### config.mk
export PLATFORM = sky130hd
export DESIGN_NAME = apo_inject_scheduler_5
export DESIGN_NICKNAME = d
export VERILOG_FILES = /design/src/rtl/apo_inject_scheduler_5.sv
export SDC_FILE = /design/constraint.sdc
export NUM_CORES = 1
export LEC_CHECK = 0
export BUFFER_PORTS_ARGS = -buffer_cell sky130_fd_sc_hd__buf_2
export CAP_MARGIN = 10
export CORE_MARGIN = 4
export CORE_UTILIZATION = 35
export CTS_BUF_LIST = sky130_fd_sc_hd__clkbuf_8
export DETAILED_ROUTE_END_ITERATION = 6
export GPL_ROUTABILITY_DRIVEN = 1
export HOLD_SLACK_MARGIN = 0.03
export PLACE_DENSITY_LB_ADDON = 0.3
export SYNTH_ARGS = -nofsm -noshare
export SYNTH_HDL_FRONTEND = slang
export SYNTH_SLANG_ARGS = --single-unit
### constraint.sdc
create_clock -name clk -period 6.8 [get_ports clk]
set_clock_uncertainty 0.15 [all_clocks]
set_input_delay 1.02 -clock clk [delete_from_list [all_inputs] [get_ports clk]]
set_output_delay 1.02 -clock clk [all_outputs]
set_load 0.005 [all_outputs]
### src/rtl/apo_inject_scheduler_5.sv
// Five-router injection scheduler: one pending slot per router, round-robin grant,
// per-router cooldown after each injection, registered one-cycle output packets.
module apo_inject_scheduler_5 #(
  parameter int N2       = 7,
  parameter int COOLDOWN = 4,
  parameter int CNT_W    = 16
) (
  input  logic             clk,
  input  logic             rst,
  input  logic             sched_en,
  input  logic             req_valid,
  input  logic [2:0]       req_router,
  input  logic [N2-2:0]    req_data,
  output logic             req_ready,
  output logic [N2-1:0]    out_router1,
  output logic [N2-1:0]    out_router2,
  output logic [N2-1:0]    out_router3,
  output logic [N2-1:0]    out_router4,
  output logic [N2-1:0]    out_router5,
  output logic             busy,
  output logic [CNT_W-1:0] inj_count,
  output logic             err_bad_router
);

  localparam int NR   = 5;
  localparam int DW   = N2 - 1;
  localparam int CD_W = (COOLDOWN > 0) ? $clog2(COOLDOWN + 1) : 1;
  localparam logic [CD_W-1:0] CD_LOAD = CD_W'(COOLDOWN);

  logic [NR-1:0]   pending;
  logic [DW-1:0]   data_q   [NR];
  logic [CD_W-1:0] cooldown [NR];
  logic [N2-1:0]   out_q    [NR];
  logic [2:0]      rr;

  logic            req_in_range;
  logic            slot_busy;
  logic            accept;
  logic [NR-1:0]   eligible;
  logic            grant_valid;
  logic [2:0]      grant_idx;
  logic [2:0]      rr_next;

  // NOTE: every always_comb output gets a default before any conditional
  // assignment, so no path leaves a value held and no latch is inferred.
  always_comb begin
    req_in_range = (req_router < 3'(NR));
    slot_busy    = 1'b0;
    for (int i = 0; i < NR; i++) begin
      if (req_router == 3'(i)) slot_busy = pending[i];
    end
    req_ready = !req_in_range || !slot_busy;
    accept    = req_valid && req_ready && req_in_range;
  end

  always_comb begin
    for (int i = 0; i < NR; i++) begin
      eligible[i] = pending[i] && (cooldown[i] == '0) && sched_en;
    end
  end

  // First eligible router at or after rr, wrapping modulo NR.
  always_comb begin
    int cand;
    grant_valid = 1'b0;
    grant_idx   = '0;
    cand        = 0;
    for (int k = 0; k < NR; k++) begin
      cand = (int'(rr) + k) % NR;
      if (!grant_valid && eligible[cand]) begin
        grant_valid = 1'b1;
        grant_idx   = 3'(cand);
      end
    end
    rr_next = (grant_idx == 3'(NR - 1)) ? 3'd0 : grant_idx + 3'd1;
  end

  always_comb begin
    busy = |pending;
    for (int i = 0; i < NR; i++) begin
      if (cooldown[i] != '0) busy = 1'b1;
    end
  end

  // NOTE: sequential state uses non-blocking assignments so every register
  // samples the pre-edge values, independent of statement order.
  always_ff @(posedge clk or posedge rst) begin
    if (rst) begin
      pending        <= '0;
      rr             <= '0;
      inj_count      <= '0;
      err_bad_router <= 1'b0;
      for (int i = 0; i < NR; i++) begin
        cooldown[i] <= '0;
        out_q[i]    <= '0;
      end
    end else begin
      err_bad_router <= req_valid && !req_in_range;
      for (int i = 0; i < NR; i++) begin
        if (grant_valid && grant_idx == 3'(i)) begin
          out_q[i]    <= {1'b1, data_q[i]};
          cooldown[i] <= CD_LOAD;
          pending[i]  <= 1'b0;
        end else begin
          out_q[i] <= '0;
          if (cooldown[i] != '0) cooldown[i] <= cooldown[i] - CD_W'(1);
          // A pending slot refuses new requests, so accept never meets grant here.
          if (accept && req_router == 3'(i)) pending[i] <= 1'b1;
        end
      end
      if (grant_valid) begin
        rr        <= rr_next;
        inj_count <= inj_count + CNT_W'(1);
      end
    end
  end

  // NOTE: payload storage has no reset; it is only read while its pending flag
  // is set, and that flag is always written together with the data.
  always_ff @(posedge clk) begin
    for (int i = 0; i < NR; i++) begin
      if (accept && req_router == 3'(i)) data_q[i] <= req_data;
    end
  end

  assign out_router1 = out_q[0];
  assign out_router2 = out_q[1];
  assign out_router3 = out_q[2];
  assign out_router4 = out_q[3];
  assign out_router5 = out_q[4];

endmodule
==> run_summary.xml, run 1 <==
<?xml version="1.0" encoding="UTF-8"?>
<metrics>
  <group name="power_and_ir_drop">
    <metric name="report.power.total" unit="mW">2.83</metric>
    <metric name="power_density" unit="nW/µm²">437</metric>
    <metric name="static-leakage-power" unit="nW">3.13</metric>
    <metric name="worst_ir_drop_on_vdd" unit="µV">176</metric>
  </group>
  <group name="clock_tree">
    <metric name="clock_tree_from_tritoncts" unit="">built</metric>
    <metric name="clock_latency_late_sink" unit="ns">0.37</metric>
    <metric name="post_cts.resized_instances" unit="">0</metric>
    <metric name="cts.path.max_buffers" unit="">2</metric>
    <metric name="clock-root-buffer" unit="">sky130_fd_sc_hd__clkbuf_8</metric>
    <metric name="clock_sinks" unit="">105</metric>
    <metric name="cts_post_setup_buffers_inserted" unit="">0</metric>
    <metric name="post_cts_hold_buffer_count" unit="">0</metric>
    <metric name="cts-buffers-inserted" unit="">9</metric>
    <metric name="cts-htree-levels" unit="">3</metric>
    <metric name="cts.clk_slew.worst_paths" unit="ns">0.11</metric>
  </group>
  <group name="routing">
    <metric name="detail-route-antenna-nets" unit="">0</metric>
    <metric name="dr_total_vias" unit="">4149</metric>
    <metric name="route.final.wire_length" unit="µm">12700</metric>
    <metric name="detailedRoute.firstPassIterationCount" unit="">5</metric>
    <metric name="route.detailed.vias_per_inst" unit="">5.04</metric>
    <metric name="drtIter0Drc" unit="">252</metric>
    <metric name="drt-wirelength-per-cell" unit="µm">15.4</metric>
    <metric name="drt_drc_violations_left" unit="">0</metric>
  </group>
  <group name="finish">
    <metric name="antenna-diode-count" unit="">0</metric>
    <metric name="finalCoreUtilization" unit="">0.406</metric>
    <metric name="fin_area" unit="µm²">6480</metric>
    <metric name="area_growth_syn_to_layout" unit="%">13.6</metric>
    <metric name="post_route_cells_drive_above_1_share" unit="">0.186</metric>
    <metric name="num-nets-final" unit="">650</metric>
  </group>
  <group name="setup_path">
    <metric name="crit_fanout" unit="">10</metric>
    <metric name="worst_setup_path_class" unit="">register to register</metric>
    <metric name="slowest_stage_delay_on_critical_path" unit="ns">0.58</metric>
    <metric name="reg2reg_from" unit="">rr[1]$_DFFE_PP0P_</metric>
    <metric name="timing.critical_path.to_type" unit="">register</metric>
    <metric name="cp_slowest_cell" unit="">sky130_fd_sc_hd__a2111oi_0</metric>
    <metric name="crit_top_cell" unit="">sky130_fd_sc_hd__ha_1</metric>
    <metric name="cp_num_cells" unit="">22</metric>
    <metric name="data_required_time_at_the_worst_endpoint" unit="ns">6.91</metric>
    <metric name="worstPathCellList" unit="">inv_1, ha_1, inv_1, ha_1, inv_1, ha_1, nor3_1, nor3_1, or2_2, ha_1, nor2b_1, o32a_1, a2111oi_0, a21o_1, nor2_1, o21ai_0, nand2_1, o21a_1, ha_1, ha_1, and2_1, a211o_1</metric>
    <metric name="worst_setup_path_startpoint" unit="">rr[1]$_DFFE_PP0P_</metric>
    <metric name="critPathArrivalTime" unit="ns">6.01</metric>
    <metric name="crit_path_start_kind" unit="">register</metric>
    <metric name="cp_num_buf_inv" unit="">3</metric>
    <metric name="critPathTopFamily" unit="">compound AO/OA/AOI/OAI gates</metric>
    <metric name="worstRegToRegCells" unit="">22</metric>
  </group>
  <group name="placed_design">
    <metric name="finalWeightedCongestion" unit="">0.898</metric>
    <metric name="detailed_place_hpwl" unit="µm">9460</metric>
    <metric name="io_buffer_count" unit="">66</metric>
    <metric name="dpl_cell_area" unit="µm²">6260</metric>
  </group>
  <group name="sta">
    <metric name="max_clock_freq" unit="MHz">169</metric>
    <metric name="timing.final.crit_share" unit="">0.869</metric>
    <metric name="max_slew.worst_pin.slew" unit="ns">0.966</metric>
    <metric name="maxSlewHeadroom" unit="">0.356</metric>
    <metric name="rsz_0062_raised_after_global_routing" unit="">no</metric>
    <metric name="final_max_slew_viol_count" unit="">0</metric>
    <metric name="hold_viol" unit="">0</metric>
    <metric name="setup_viol" unit="">0</metric>
    <metric name="hold_slack" unit="ns">0.304</metric>
    <metric name="layout_min_cycle_time" unit="ns">5.91</metric>
    <metric name="timing.setup.tns" unit="ns">0</metric>
  </group>
  <group name="run">
    <metric name="max_cap_viols" unit="">0</metric>
  </group>
  <group name="synthesis">
    <metric name="synthMostInstantiatedCell" unit="">sky130_fd_sc_hd__dfrtp_1</metric>
    <metric name="synth.distinct_cells" unit="">70</metric>
    <metric name="syn_avg_cell_area" unit="µm²">10.6</metric>
    <metric name="netlist.area_leader.share" unit="">0.329</metric>
    <metric name="synth-async-reset-ratio" unit="">0.714</metric>
    <metric name="synth-edff-count" unit="">30</metric>
    <metric name="ys_ff_latch" unit="">105</metric>
    <metric name="synth_nets" unit="">583</metric>
    <metric name="synth.cell_area" unit="µm²">5700</metric>
    <metric name="syn_warnings" unit="">0</metric>
    <metric name="ys_seq_area_frac" unit="">0.487</metric>
    <metric name="synth.cells.most_frequent" unit="">75 x sky130_fd_sc_hd__dfrtp_1, 54 x sky130_fd_sc_hd__nor2_1, 44 x sky130_fd_sc_hd__inv_1</metric>
    <metric name="yosysTopAreaCell" unit="">sky130_fd_sc_hd__dfrtp_1</metric>
    <metric name="synth_top_cells_by_area" unit="">sky130_fd_sc_hd__dfrtp_1 33%, sky130_fd_sc_hd__edfxtp_1 16%, sky130_fd_sc_hd__ha_1 7.5%</metric>
    <metric name="yosys_most_used_dff" unit="">sky130_fd_sc_hd__dfrtp_1</metric>
    <metric name="count_of_mapped_cells_out_of_synthesis" unit="">536</metric>
  </group>
  <group name="global_route">
    <metric name="pin_count_of_the_biggest_net_entering_global_routing" unit="">76</metric>
    <metric name="antenna_found_initial" unit="">0</metric>
    <metric name="first_pass_grt_wire_length" unit="µm">21500</metric>
    <metric name="vias_in_the_first_global_route" unit="">4247</metric>
    <metric name="gr-total-overflow" unit="">0</metric>
    <metric name="global_route.usage.total" unit="">0.146</metric>
  </group>
  <group name="min_path">
    <metric name="worstHoldPathCells" unit="">1</metric>
    <metric name="hp-class" unit="">register to register</metric>
    <metric name="timing.hold.worst.start" unit="">data_q[0][26]$_DFFE_PP_</metric>
  </group>
  <group name="outcome">
    <metric name="run_status" unit="">finished clean</metric>
  </group>
  <group name="floorplanning">
    <metric name="floorplan.die_area" unit="µm²">18400</metric>
    <metric name="die_w" unit="µm">136</metric>
    <metric name="io_pins" unit="">67</metric>
    <metric name="floorplan.rows" unit="">46</metric>
    <metric name="starting_density_of_the_core" unit="">0.357</metric>
    <metric name="floorplan.core_area" unit="µm²">15900</metric>
    <metric name="floorplan.die.height" unit="µm">136</metric>
  </group>
</metrics>
area by class of cell:
type | instances | area, µm²
Tap cell | 216 | 270
Sequential cell | 105 | 2780
Clock buffer | 9 | 124
Inverter | 45 | 169
Multi-Input combinational cell | 367 | 2650
Timing Repair Buffer | 75 | 395
Fill cell | 1566 | 9470
Clock inverter | 7 | 86.3
cell families (layout without fill, tap and decap cells):
| family | Yosys count | in the layout | share of synthesized area |
|---|---|---|---|
| adder cells (fa/ha/maj) | 34 | 34 | 0.0746 |
| AND/OR/NAND/NOR | 199 | 199 | 0.194 |
| buffers and inverters | 64 | 136 | 0.0470 |
| multiplexers | 18 | 18 | 0.0362 |
| flip-flops | 105 | 105 | 0.487 |
| XOR/XNOR | 27 | 27 | 0.0448 |
| AO/OA/AOI/OAI | 89 | 89 | 0.116 |
final timing paths:
| kind | endpoint | slack (ns) |
|---|---|---|
| worst min-delay path | out_router5[2]$_DFF_PP0_ | 0.30 |
| worst max-delay path | cooldown[5]$_DFFE_PP0P_ | 0.89 |
| worst min register to register | out_router5[2]$_DFF_PP0_ | 0.30 |
| min in group asynchronous | out_router3[0]$_DFF_PP0_ | 0.79 |
| max in group asynchronous | rr[0]$_DFFE_PP0P_ | 5.09 |
| worst max register to register | cooldown[5]$_DFFE_PP0P_ | 0.89 |
layer usage:
metal,vias to the layer above,global-route usage,share of wire
met5,-,0,0
met4,0,0.0386,0.018
met3,18,0.0319,0.051
met2,106,0.238,0.48
met1,2016,0.197,0.45
li1,2009,-,-
per-stage QoR:
stage                     cells  worst slack [ns]
after detailed placement    807             0.933
final                       824             0.893
after CTS                   823             0.930
after floorplan             536              1.49
after global routing        824             0.355
after global placement      807              1.16
cell usage in the layout, fill, tap and decap left out, drive strengths merged, types with 12 or more instances in the layout:
cell type   n
buf        75
a21oi      13
xnor2      25
and2       15
mux2i      15
inv        48
nor2       54
ha         34
nand2b     12
and3       16
edfxtp     30
o21ai      22
nand3      13
dfrtp      75
nand2      32
sequential cells by signal, indices dropped and copies added, names as in the netlist:
register and cells:
pending 5, out_router3 7, out_router4 7, inj_count 16
cooldown 15, data_q 30, out_router2 7, rr 3
err_bad_router 1, out_router1 7, out_router5 7
power by group:
part / internal, mW / switching, mW / total (mW)
Sequential: 0.793 / 0.0971 / 0.890
Combinational: 0.632 / 0.907 / 1.54
Clock: 0.178 / 0.226 / 0.404
Note: power is estimated with default switching activity, not from simulation.
==> inputs of run 2 (changes only) <==
- CORE_UTILIZATION: 35 -> 60
- PLACE_DENSITY: default -> 0.82
- PLACE_DENSITY_LB_ADDON: 0.3 -> default
==> run_summary.xml, run 2 (synthesized netlist as in run 1, its figures left out) <==
<?xml version="1.0" encoding="UTF-8"?>
<metrics>
  <group name="floorplanning">
    <metric name="starting_density_of_the_core" unit="">0.617</metric>
    <metric name="die_w" unit="µm">105</metric>
    <metric name="io_pins" unit="">67</metric>
    <metric name="floorplan.die.height" unit="µm">105</metric>
    <metric name="floorplan.die_area" unit="µm²">11100</metric>
    <metric name="floorplan.rows" unit="">35</metric>
    <metric name="floorplan.core_area" unit="µm²">9240</metric>
  </group>
  <group name="setup_path">
    <metric name="critPathArrivalTime" unit="ns">6.10</metric>
    <metric name="worst_setup_path_class" unit="">register to register</metric>
    <metric name="r2r_slack" unit="ns">0.81</metric>
    <metric name="timing.critical_path.to_type" unit="">register</metric>
    <metric name="worstRegToRegCells" unit="">22</metric>
    <metric name="data_required_time_at_the_worst_endpoint" unit="ns">6.90</metric>
    <metric name="crit_path_start_kind" unit="">register</metric>
    <metric name="r2r-end" unit="">cooldown[13]$_DFFE_PP0P_</metric>
    <metric name="crit_fanout" unit="">11</metric>
    <metric name="reg2reg_from" unit="">rr[1]$_DFFE_PP0P_</metric>
  </group>
  <group name="placed_design">
    <metric name="place_inst" unit="">716</metric>
    <metric name="io_buffer_count" unit="">66</metric>
    <metric name="detailedPlace.worstSlack" unit="ns">0.971</metric>
    <metric name="dpl_cell_area" unit="µm²">6120</metric>
    <metric name="detailed_place_hpwl" unit="µm">9130</metric>
    <metric name="finalWeightedCongestion" unit="">0.954</metric>
  </group>
  <group name="global_route">
    <metric name="pin_count_of_the_biggest_net_entering_global_routing" unit="">76</metric>
    <metric name="gr-total-overflow" unit="">0</metric>
    <metric name="first_pass_grt_wire_length" unit="µm">21000</metric>
    <metric name="vias_in_the_first_global_route" unit="">4298</metric>
    <metric name="antenna_found_initial" unit="">0</metric>
    <metric name="global_route.usage.total" unit="">0.235</metric>
  </group>
  <group name="min_path">
    <metric name="worstHoldPathCells" unit="">1</metric>
    <metric name="timing.hold.worst.start" unit="">data_q[0][25]$_DFFE_PP_</metric>
    <metric name="hold-path-endpoint" unit="">out_router5[1]$_DFF_PP0_</metric>
    <metric name="hp-class" unit="">register to register</metric>
  </group>
  <group name="routing">
    <metric name="detailedRoute.firstPassIterationCount" unit="">6</metric>
    <metric name="route.detailed.vias_per_inst" unit="">5.88</metric>
    <metric name="drt-wirelength-per-cell" unit="µm">17.3</metric>
    <metric name="detail-route-antenna-nets" unit="">0</metric>
    <metric name="route.final.wire_length" unit="µm">12700</metric>
    <metric name="drt_drc_violations_left" unit="">0</metric>
    <metric name="dr_total_vias" unit="">4308</metric>
    <metric name="drtIter0Drc" unit="">360</metric>
  </group>
  <group name="run">
    <metric name="max_cap_viols" unit="">0</metric>
  </group>
  <group name="finish">
    <metric name="num-nets-final" unit="">646</metric>
    <metric name="fill_cells" unit="">680</metric>
    <metric name="largest_register_ffs" unit="">30</metric>
    <metric name="top_regs" unit="">data_q x30, inj_count x16, cooldown x15</metric>
    <metric name="most-common-layout-cells" unit="">75 x sky130_fd_sc_hd__dfrtp_1, 67 x sky130_fd_sc_hd__buf_2, 54 x sky130_fd_sc_hd__nor2_1</metric>
    <metric name="multi_input_area" unit="µm²">2650</metric>
    <metric name="stdcell_count" unit="">733</metric>
    <metric name="post_route_cells_drive_above_1_share" unit="">0.180</metric>
    <metric name="fin_area" unit="µm²">6310</metric>
    <metric name="register_with_the_most_flip_flops" unit="">data_q</metric>
    <metric name="area.sequential" unit="µm²">2780</metric>
    <metric name="antenna-diode-count" unit="">0</metric>
    <metric name="area_growth_syn_to_layout" unit="%">10.8</metric>
    <metric name="final_common_cell" unit="">sky130_fd_sc_hd__dfrtp_1</metric>
  </group>
  <group name="power_and_ir_drop">
    <metric name="worst_ir_drop_on_vdd" unit="µV">261</metric>
    <metric name="static-leakage-power" unit="nW">3.10</metric>
    <metric name="power_density" unit="nW/µm²">448</metric>
  </group>
  <group name="clock_tree">
    <metric name="cts-buffers-inserted" unit="">9</metric>
    <metric name="cts_post_setup_buffers_inserted" unit="">0</metric>
    <metric name="clock_sinks" unit="">105</metric>
    <metric name="clock-root-buffer" unit="">sky130_fd_sc_hd__clkbuf_8</metric>
    <metric name="clock_latency_late_sink" unit="ns">0.37</metric>
    <metric name="cts.clk_slew.worst_paths" unit="ns">0.11</metric>
    <metric name="clock_tree_from_tritoncts" unit="">built</metric>
    <metric name="cts-htree-levels" unit="">3</metric>
    <metric name="post_cts_hold_buffer_count" unit="">0</metric>
    <metric name="post_cts.resized_instances" unit="">0</metric>
    <metric name="cts.path.max_buffers" unit="">2</metric>
  </group>
  <group name="outcome">
    <metric name="run_status" unit="">finished clean</metric>
  </group>
  <group name="sta">
    <metric name="final_max_slew_viol_count" unit="">0</metric>
    <metric name="timing.setup.tns" unit="ns">0</metric>
    <metric name="timing.final.crit_share" unit="">0.881</metric>
    <metric name="max_clock_freq" unit="MHz">167</metric>
    <metric name="hold_viol" unit="">0</metric>
    <metric name="rsz_0062_raised_after_global_routing" unit="">no</metric>
    <metric name="layout_min_cycle_time" unit="ns">5.99</metric>
    <metric name="max_slew.worst_pin.slew" unit="ns">1.12</metric>
    <metric name="final_critical_path_setup_slack" unit="ns">0.810</metric>
    <metric name="maxSlewHeadroom" unit="">0.244</metric>
    <metric name="setup_viol" unit="">0</metric>
  </group>
</metrics>
## run 2: critical path, stage by stage, from the launching register on
cell and delay, ns:
sky130_fd_sc_hd__dfrtp_1 0.50, sky130_fd_sc_hd__inv_1 0.27, sky130_fd_sc_hd__ha_1 0.40, sky130_fd_sc_hd__inv_1 0.09
sky130_fd_sc_hd__ha_1 0.35, sky130_fd_sc_hd__inv_1 0.09, sky130_fd_sc_hd__ha_1 0.21, sky130_fd_sc_hd__nor3_1 0.42
sky130_fd_sc_hd__nor3_1 0.13, sky130_fd_sc_hd__or2_2 0.34, sky130_fd_sc_hd__ha_1 0.39, sky130_fd_sc_hd__nand2_1 0.07
sky130_fd_sc_hd__o221ai_1 0.16, sky130_fd_sc_hd__nand3_1 0.11, sky130_fd_sc_hd__a2111oi_0 0.50, sky130_fd_sc_hd__a21o_1 0.22
sky130_fd_sc_hd__o21ai_0 0.11, sky130_fd_sc_hd__o211ai_1 0.13, sky130_fd_sc_hd__nand3_1 0.20, sky130_fd_sc_hd__inv_1 0.14
sky130_fd_sc_hd__ha_1 0.18, sky130_fd_sc_hd__o21ai_0 0.39, sky130_fd_sc_hd__and2_1 0.31
## run 2: metal layers
layer,up-vias,wire length (µm),global-route usage
met5,-,0,0
met4,0,252,0.0787
met3,27,875,0.0533
met2,182,6310,0.397
met1,2092,5250,0.300
li1,2007,-,-
## run 2: final cells by class
| cell class | count | share of cell area |
|---|---|---|
| Clock buffer | 9 | 0.0196 |
| Sequential cell | 105 | 0.440 |
| Timing Repair Buffer | 71 | 0.0579 |
| Inverter | 45 | 0.0268 |
| Tap cell | 129 | 0.0256 |
| Clock inverter | 7 | 0.00991 |
| Multi-Input combinational cell | 367 | 0.420 |
## run 2: power breakdown
group | internal [mW] | switching [mW] | total [mW]
clock | 0.141 | 0.226 | 0.366
combinational | 0.625 | 0.940 | 1.56
sequential | 0.793 | 0.105 | 0.898
total | 1.56 | 1.27 | 2.83
## run 2: worst max path at each step
stage | to | from | depth (start not counted)
final | cooldown[13]$_DFFE_PP0P_ | rr[1]$_DFFE_PP0P_ | 22
after global placement | cooldown[9]$_DFFE_PP0P_ | rr[1]$_DFFE_PP0P_ | 22
after global routing | cooldown[4]$_DFFE_PP0P_ | rr[1]$_DFFE_PP0P_ | 22
after floorplan | cooldown[5]$_DFFE_PP0P_ | rr[0]$_DFFE_PP0P_ | 24
after CTS | cooldown[13]$_DFFE_PP0P_ | rr[1]$_DFFE_PP0P_ | 21
after detailed placement | cooldown[13]$_DFFE_PP0P_ | rr[1]$_DFFE_PP0P_ | 21
## run 2: stage by stage
step	total power, mW	utilization	hold WS (ns)
floorplan	2.06	-	0.277
finish	2.83	0.683	0.311
global route	3.04	0.683	0.325
CTS	2.81	0.683	0.311
detailed placement	2.43	0.663	0.286
global placement	2.34	0.663	0.280
==> inputs of run 3 (changes only) <==
- ABC_CLOCK_PERIOD_IN_PS: default -> 6800
- CELL_PAD_IN_SITES_DETAIL_PLACEMENT: default -> 0
- CELL_PAD_IN_SITES_GLOBAL_PLACEMENT: default -> 1
- CORE_UTILIZATION: 60 -> 48
- PLACE_DENSITY: 0.82 -> default
- PLACE_DENSITY_LB_ADDON: default -> 0.1
==> run_summary.xml, run 3 (synthesized netlist as in run 1, its figures left out) <==
<?xml version="1.0" encoding="UTF-8"?>
<metrics>
  <group name="clock_tree">
    <metric name="cts.clk_slew.worst_paths" unit="ns">0.11</metric>
    <metric name="post_cts.resized_instances" unit="">0</metric>
    <metric name="cts_post_setup_buffers_inserted" unit="">0</metric>
    <metric name="cts-buffers-inserted" unit="">9</metric>
    <metric name="cts.path.max_buffers" unit="">2</metric>
    <metric name="clock_sinks" unit="">105</metric>
    <metric name="clock-root-buffer" unit="">sky130_fd_sc_hd__clkbuf_8</metric>
    <metric name="clock_tree_from_tritoncts" unit="">built</metric>
    <metric name="cts-htree-levels" unit="">3</metric>
    <metric name="clock_latency_late_sink" unit="ns">0.38</metric>
    <metric name="post_cts_hold_buffer_count" unit="">0</metric>
  </group>
  <group name="sta">
    <metric name="setup_viol" unit="">0</metric>
    <metric name="layout_min_cycle_time" unit="ns">5.99</metric>
    <metric name="hold_viol" unit="">0</metric>
    <metric name="max_clock_freq" unit="MHz">167</metric>
    <metric name="max_slew.worst_pin.slew" unit="ns">1.10</metric>
    <metric name="timing.setup.tns" unit="ns">0</metric>
    <metric name="final_max_slew_viol_count" unit="">0</metric>
    <metric name="rsz_0062_raised_after_global_routing" unit="">no</metric>
    <metric name="maxSlewHeadroom" unit="">0.261</metric>
    <metric name="final_critical_path_setup_slack" unit="ns">0.813</metric>
    <metric name="timing.final.crit_share" unit="">0.881</metric>
  </group>
  <group name="routing">
    <metric name="route.final.wire_length" unit="µm">12200</metric>
    <metric name="route.detailed.vias_per_inst" unit="">5.39</metric>
    <metric name="detail-route-antenna-nets" unit="">0</metric>
    <metric name="detailedRoute.firstPassIterationCount" unit="">5</metric>
    <metric name="drtIter0Drc" unit="">213</metric>
    <metric name="drt_drc_violations_left" unit="">0</metric>
    <metric name="dr_total_vias" unit="">4033</metric>
    <metric name="drt-wirelength-per-cell" unit="µm">16.4</metric>
  </group>
  <group name="power_and_ir_drop">
    <metric name="static-leakage-power" unit="nW">3.12</metric>
    <metric name="worst_ir_drop_on_vdd" unit="µV">232</metric>
    <metric name="power_density" unit="nW/µm²">445</metric>
  </group>
  <group name="floorplanning">
    <metric name="floorplan.core_area" unit="µm²">11500</metric>
    <metric name="die_w" unit="µm">117</metric>
    <metric name="floorplan.rows" unit="">39</metric>
    <metric name="io_pins" unit="">67</metric>
    <metric name="floorplan.die.height" unit="µm">117</metric>
    <metric name="starting_density_of_the_core" unit="">0.495</metric>
    <metric name="floorplan.die_area" unit="µm²">13700</metric>
  </group>
  <group name="placed_design">
    <metric name="io_buffer_count" unit="">66</metric>
    <metric name="finalWeightedCongestion" unit="">0.908</metric>
    <metric name="detailedPlace.worstSlack" unit="ns">0.856</metric>
    <metric name="detailed_place_hpwl" unit="µm">9040</metric>
  </group>
  <group name="setup_path">
    <metric name="data_required_time_at_the_worst_endpoint" unit="ns">6.93</metric>
    <metric name="worstRegToRegCells" unit="">22</metric>
    <metric name="r2r_slack" unit="ns">0.81</metric>
    <metric name="crit_path_start_kind" unit="">register</metric>
    <metric name="timing.critical_path.to_type" unit="">register</metric>
    <metric name="critPathArrivalTime" unit="ns">6.11</metric>
    <metric name="r2r-end" unit="">cooldown[12]$_DFFE_PP0P_</metric>
    <metric name="crit_fanout" unit="">11</metric>
    <metric name="reg2reg_from" unit="">rr[1]$_DFFE_PP0P_</metric>
    <metric name="worst_setup_path_class" unit="">register to register</metric>
  </group>
  <group name="finish">
    <metric name="register_with_the_most_flip_flops" unit="">data_q</metric>
    <metric name="area_growth_syn_to_layout" unit="%">12.2</metric>
    <metric name="final_common_cell" unit="">sky130_fd_sc_hd__dfrtp_1</metric>
    <metric name="num-nets-final" unit="">647</metric>
    <metric name="largest_register_ffs" unit="">30</metric>
    <metric name="antenna-diode-count" unit="">0</metric>
    <metric name="post_route_cells_drive_above_1_share" unit="">0.185</metric>
    <metric name="top_regs" unit="">data_q x30, inj_count x16, cooldown x15</metric>
    <metric name="most-common-layout-cells" unit="">75 x sky130_fd_sc_hd__dfrtp_1, 66 x sky130_fd_sc_hd__buf_2, 54 x sky130_fd_sc_hd__nor2_1</metric>
  </group>
  <group name="min_path">
    <metric name="timing.hold.worst.start" unit="">data_q[0][24]$_DFFE_PP_</metric>
    <metric name="hp-class" unit="">register to register</metric>
    <metric name="hold-path-endpoint" unit="">out_router5[0]$_DFF_PP0_</metric>
    <metric name="worstHoldPathCells" unit="">1</metric>
  </group>
  <group name="global_route">
    <metric name="gr-total-overflow" unit="">0</metric>
    <metric name="pin_count_of_the_biggest_net_entering_global_routing" unit="">76</metric>
    <metric name="first_pass_grt_wire_length" unit="µm">19700</metric>
    <metric name="vias_in_the_first_global_route" unit="">3847</metric>
    <metric name="global_route.usage.total" unit="">0.188</metric>
    <metric name="antenna_found_initial" unit="">0</metric>
  </group>
  <group name="run">
    <metric name="max_cap_viols" unit="">0</metric>
  </group>
  <group name="outcome">
    <metric name="run_status" unit="">finished clean</metric>
  </group>
</metrics>
## run 3: worst max-delay path by stage
stage | slack (ns) | end | start | depth (start not counted)
after floorplan | 1.49 | cooldown[5]$_DFFE_PP0P_ | rr[0]$_DFFE_PP0P_ | 24
after global placement | 1.11 | cooldown[12]$_DFFE_PP0P_ | rr[1]$_DFFE_PP0P_ | 22
after detailed placement | 0.86 | cooldown[12]$_DFFE_PP0P_ | rr[1]$_DFFE_PP0P_ | 22
after CTS | 0.84 | cooldown[12]$_DFFE_PP0P_ | rr[1]$_DFFE_PP0P_ | 22
after global routing | 0.32 | cooldown[12]$_DFFE_PP0P_ | rr[1]$_DFFE_PP0P_ | 22
final | 0.81 | cooldown[12]$_DFFE_PP0P_ | rr[1]$_DFFE_PP0P_ | 22
## run 3: layer usage
metal | track usage | wire [µm] | up-vias
met3 | 0.0329 | 439 | 19
met1 | 0.265 | 5830 | 1929
li1 | - | - | 2011
met2 | 0.292 | 5720 | 74
met4 | 0.0734 | 245 | 0
met5 | 0 | 0 | -
## run 3: final cells by class
cell class | instances | area, µm²
clock inverters | 7 | 108
flip-flops and latches | 105 | 2780
multi-input cells | 367 | 2660
inverters | 45 | 169
well taps | 143 | 179
repair buffers | 72 | 375
clock buffers | 9 | 124
fillers | 986 | 5120
## run 3: per-stage QoR
step                instances  utilization  hold slack [ns]  total power, mW  area [µm²]
floorplan                 536            -            0.277             2.06        5700
global placement          731        0.534            0.281             2.40        6150
detailed placement        731        0.534            0.285             2.42        6150
CTS                       747        0.554            0.312             2.86        6380
global route              748        0.555            0.333             3.09        6390
finish                    748        0.555            0.302             2.84        6390
## run 3: where the power goes
group / leakage [nW] / total [mW] / internal, mW / switching (mW)
Sequential: 1.26 / 0.890 / 0.793 / 0.0968
Combinational: 1.75 / 1.53 / 0.631 / 0.898
Clock: 0.115 / 0.423 / 0.184 / 0.239
## run 3: worst max-delay path: stages, from the launching register on
cell,delay (ns)
sky130_fd_sc_hd__dfrtp_1,0.50
sky130_fd_sc_hd__inv_1,0.28
sky130_fd_sc_hd__ha_1,0.41
sky130_fd_sc_hd__inv_1,0.08
sky130_fd_sc_hd__ha_1,0.36
sky130_fd_sc_hd__inv_1,0.10
sky130_fd_sc_hd__ha_1,0.21
sky130_fd_sc_hd__nor3_1,0.40
sky130_fd_sc_hd__nor3_1,0.13
sky130_fd_sc_hd__or2_2,0.34
sky130_fd_sc_hd__ha_1,0.38
sky130_fd_sc_hd__nand2_1,0.07
sky130_fd_sc_hd__o221ai_1,0.17
sky130_fd_sc_hd__nand3_1,0.11
sky130_fd_sc_hd__a2111oi_0,0.54
sky130_fd_sc_hd__a21o_1,0.22
sky130_fd_sc_hd__nor2_1,0.09
sky130_fd_sc_hd__o21ai_0,0.18
sky130_fd_sc_hd__nand2_1,0.09
sky130_fd_sc_hd__o21ai_0,0.16
sky130_fd_sc_hd__ha_1,0.24
sky130_fd_sc_hd__o21ai_0,0.39
sky130_fd_sc_hd__and2_1,0.30
